--- src/rtl/cond_flags_unit.sv ---
// Condition-flags producer: computes NZCV from the current ALU operation and holds the
// architectural flags register plus a one-entry shadow used on exception entry and return.
module cond_flags_unit #(
    parameter int unsigned WIDTH = 32
) (
    input  logic             clk,
    input  logic             rst_n,
    input  logic [WIDTH-1:0] src_a,
    input  logic [WIDTH-1:0] src_b,
    input  logic [1:0]       alu_ctrl,
    input  logic [WIDTH-1:0] alu_result,
    input  logic             flag_set,
    input  logic             cond_ex,
    input  logic             save,
    input  logic             restore,
    output logic [3:0]       flags,
    output logic [3:0]       shadow_flags,
    output logic             flags_wr
);

    localparam logic [1:0] AluAdd = 2'b00;
    localparam logic [1:0] AluSub = 2'b01;
    localparam logic [1:0] AluAnd = 2'b10;
    localparam logic [1:0] AluOrr = 2'b11;

    logic [3:0]     flags_q, flags_d;
    logic [3:0]     shadow_q, shadow_d;
    logic           flags_wr_q, flags_wr_d;

    logic [WIDTH:0] sum_add;
    logic [WIDTH:0] sum_sub;
    logic           n_next, z_next, c_next, v_next;
    logic           upd;
    logic           msb_a, msb_b;

    assign msb_a = src_a[WIDTH-1];
    assign msb_b = src_b[WIDTH-1];

    // Internal adder only feeds C/V; N/Z always follow the ALU's own result.
    assign sum_add = {1'b0, src_a} + {1'b0, src_b};
    assign sum_sub = {1'b0, src_a} + {1'b0, ~src_b} + {{WIDTH{1'b0}}, 1'b1};

    assign upd = flag_set & cond_ex;

    always_comb begin
        n_next = alu_result[WIDTH-1];
        z_next = (alu_result == '0);
        c_next = flags_q[1];
        v_next = flags_q[0];
        unique case (alu_ctrl)
            AluAdd: begin
                c_next = sum_add[WIDTH];
                v_next = (msb_a == msb_b) & (sum_add[WIDTH-1] != msb_a);
            end
            AluSub: begin
                // Carry-out of A + ~B + 1: 1 means no borrow.
                c_next = sum_sub[WIDTH];
                v_next = (msb_a != msb_b) & (sum_sub[WIDTH-1] != msb_a);
            end
            AluAnd, AluOrr: begin
                c_next = flags_q[1];
                v_next = flags_q[0];
            end
        endcase
    end

    always_comb begin
        flags_d    = flags_q;
        shadow_d   = shadow_q;
        flags_wr_d = 1'b0;
        if (restore && save) begin
            flags_d    = shadow_q;
            shadow_d   = flags_q;
            flags_wr_d = 1'b1;
        end else if (restore) begin
            // A pending update is dropped: the restored value takes precedence.
            flags_d    = shadow_q;
            flags_wr_d = 1'b1;
        end else begin
            if (save) begin
                shadow_d = flags_q;
            end
            if (upd) begin
                flags_d    = {n_next, z_next, c_next, v_next};
                flags_wr_d = 1'b1;
            end
        end
    end

    always_ff @(posedge clk) begin
        if (!rst_n) begin
            flags_q    <= 4'b0000;
            shadow_q   <= 4'b0000;
            flags_wr_q <= 1'b0;
        end else begin
            flags_q    <= flags_d;
            shadow_q   <= shadow_d;
            flags_wr_q <= flags_wr_d;
        end
    end

    assign flags        = flags_q;
    assign shadow_flags = shadow_q;
    assign flags_wr     = flags_wr_q;

endmodule

--- config.mk ---
export PLATFORM = sky130hd
export DESIGN_NAME = cond_flags_unit
export DESIGN_NICKNAME = d
export VERILOG_FILES = /design/src/rtl/cond_flags_unit.sv
export SDC_FILE = /design/constraint.sdc
export NUM_CORES = 1
export LEC_CHECK = 0
export BUFFER_PORTS_ARGS = -buffer_cell sky130_fd_sc_hd__clkbuf_2
export CAP_MARGIN = 15
export CORE_MARGIN = 4
export CORE_UTILIZATION = 45
export CTS_BUF_LIST = sky130_fd_sc_hd__clkbuf_8
export CTS_CLUSTER_DIAMETER = 120
export DETAILED_ROUTE_END_ITERATION = 10
export PLACE_DENSITY = 0.82
export SYNTH_ARGS = -nofsm -noshare
export SYNTH_HDL_FRONTEND = slang
export SYNTH_SLANG_ARGS = --single-unit
--- constraint.sdc ---
create_clock -name clk -period 3.15 [get_ports clk]
set_input_delay 0.4725 -clock clk [delete_from_list [all_inputs] [get_ports clk]]
set_output_delay 0.4725 -clock clk [all_outputs]
set_load 0.005 [all_outputs]
==> run metrics <==
largest net degree at the start of global routing 12; HP Class in2reg; post-synthesis sequential area ratio 0.0878; post-CTS sizing 0; Max FO, Critical Path 4; CORE AREA 4380 µm²; DR iter-0 viols 66; die extent in x 75.5 µm; most used flip-flop cell after synthesis dfxtp_1; Post-DP Area 2670 µm²; Clk Latency, worst-skew pair 0.23 ns; period utilization 0.712; # DRC 0; clock buffer depth 2; Final Hold Viols 0; initial antenna violation count 0; Post-Route WL 5040 µm; crit path kind in2reg; die area 5700 µm²; nets roughly 540; Ys Warns 0; Gate Count Post-Synth 263; Async SR Flop Fraction 0; Top Layer Used met4; Total GRT Usage 0.167; Num CTS Buffers 3; drt wl/cell 11.7 µm; setup repair after global routing missed its margin no; Via Count 2207; row count 24; status completed; post-layout min period 2.24 ns; GRT overflow 0; CP arrival 2.42 ns; DRT antenna net count 0; area delta synth->final 32.3%; DRT Pass-1 Iters 4; sum of negative setup slack 0 ns; met2 routed WL 2480 µm; worst vdd ir 0.000107 V; P_leak 1.55 nW; CTS tree yes; die height 75.5 µm; fin area 2720 µm²; Clock Pin Slew Worst Setup and Hold Paths 0.04 ns; number of enable flip-flop cells after synthesis 0; H-tree Lvls 1; Syn Nets 429; gpl congestion 0.854; Netlist cell types 40; Yosys reg bits 9; met3 routed WL around 370 µm; wl on met1 2170 µm; dpl hpwl about 4700 µm; Port Buffer Count 112; final setup vio count 0; Power Dens Cells ~190 nW/µm²; first-pass GRT wire length between 7000 and 8000 µm; critical path data required time 3.33 ns; clk sink count 9; Max Slew Vio Count 0; crit path capture type register; n_diodes 0; Fmax 0.446 GHz; hold_buf cts 0; Initial Util 0.468; clk_skew between 0.001 and 0.0015 ns; Top-Level Pins 113; layout cells sized above 1 0.318; Via density between 5 and 6; number of global-route vias before repair 1956; Slew HR 0.492; Post-Syn Area 2050 µm²; Least-Margin Pin Slew 0.753 ns; setup repair bufs after CTS 0; Clock Tree Root clkbuf_8; syn avg cell area around 7.8 µm²; maxcap violations 0; Critical Path Start Type input port
[cells in the final DEF (no fill, tap or decap), types with 2 or more instances in the layout]
cell type  count
clkbuf_2     112
ha_1          62
inv_1         42
a21oi_1       25
nor2_1        13
nor4_1        13
o21ai_0       12
nand2_1       11
nor2b_1       10
dfxtp_1        9
nand4_1        8
mux2i_1        6
nand2b_1       5
o31ai_1        4
and3_1         4
nand3_1        4
nor3_1         3
o211ai_1       3
clkbuf_8       3
and2_1         2
nor4_4         2
a211o_1        2
a21o_1         2
a211oi_1       2
o21bai_1       2
[cells in the mapped netlist, types with 2 or more instances]
library cell  instances  area [µm²]
nand4_1               8        50.1
a211o_1               2        17.5
nand2_1              11        41.3
nand2b_1              5        31.3
nand3_1               4        20.0
and3_1                4        25.0
nor2b_1              10        62.6
nor3_1                3        15.0
a21o_1                2        15.0
o21bai_1              2        15.0
ha_1                 62         776
nor4_1               13        81.3
inv_1                41         154
a21oi_1              25         125
and2_1                2        12.5
o211ai_1              3        22.5
o21ai_0              12        60.1
dfxtp_1               9         180
clkbuf_1              2        7.51
o31ai_1               4        30.0
a211oi_1              2        15.0
mux2i_1               6        60.1
nor2_1               13        48.8
nor4_4                2        42.5
[cell type report]
| type | instances | area, µm² |
|---|---|---|
| fillers | 381 | 1670 |
| repair buffers | 112 | 561 |
| multi-input cells | 211 | 1710 |
| clock buffers | 3 | 41.3 |
| flip-flops and latches | 9 | 180 |
| well taps | 52 | 65.1 |
| inverters | 41 | 154 |
| clock inverters | 1 | 3.75 |
[final timing paths]
| kind | start | to | slack (ns) | depth (start not counted) |
|---|---|---|---|---|
| max | src_b[22] | flags[1]$_SDFFE_PN0P_ | 0.91 | 10 |
| min | cond_ex | flags_wr$_SDFF_PN0_ | 0.53 | 3 |
| max reg2reg | flags[0]$_SDFFE_PN0P_ | flags[0]$_SDFFE_PN0P_ | 1.62 | 4 |
| min reg2reg | shadow_flags[0]$_SDFFE_PN0P_ | shadow_flags[0]$_SDFFE_PN0P_ | 0.54 | 2 |
[metrics by stage]
step                setup WS [ns]  hold slack [ns]  std cells  total power [mW]  utilization
floorplan                   0.993            0.520        263             0.281            -
global placement            0.682            0.515        425             0.389        0.609
detailed placement          0.614            0.533        425             0.396        0.609
CTS                         0.856            0.529        429             0.529        0.619
global route                0.722            0.545        429             0.573        0.619
finish                      0.908            0.528        429             0.524        0.619
[logic make-up after synthesis]
logic type	after synthesis	synth area share
AO/OA/AOI/OAI	65	0.201
adder cells (fa/ha/maj)	62	0.378
multiplexers	6	0.0293
flip-flops	9	0.0878
buffers and inverters	43	0.0787
AND/OR/NAND/NOR	78	0.225
[power breakdown]
part           internal, mW  switching [mW]
logic                 0.132           0.142
clock network        0.0848          0.0452
registers             0.117         0.00195
[worst max-delay path: stages]
cell	delay (ns)
clkbuf_2	0.09
inv_1	0.04
ha_1	0.34
nor4_4	0.34
nand4_1	0.17
a21oi_1	0.27
nor4_4	0.09
a311oi_1	0.31
o311a_1	0.18
o211a_1	0.12
[routing by layer]
metal  up-vias  global-route usage
met5         -                   0
met3         4              0.0290
li1       1176                   -
met4         0              0.0214
met1       976               0.209
met2        51               0.306
[state kept, by name (all words and copies together) (netlist names)]
register,flops
flags,4
flags_wr,1
shadow_flags,4
Power figures use the tool's default switching activity.
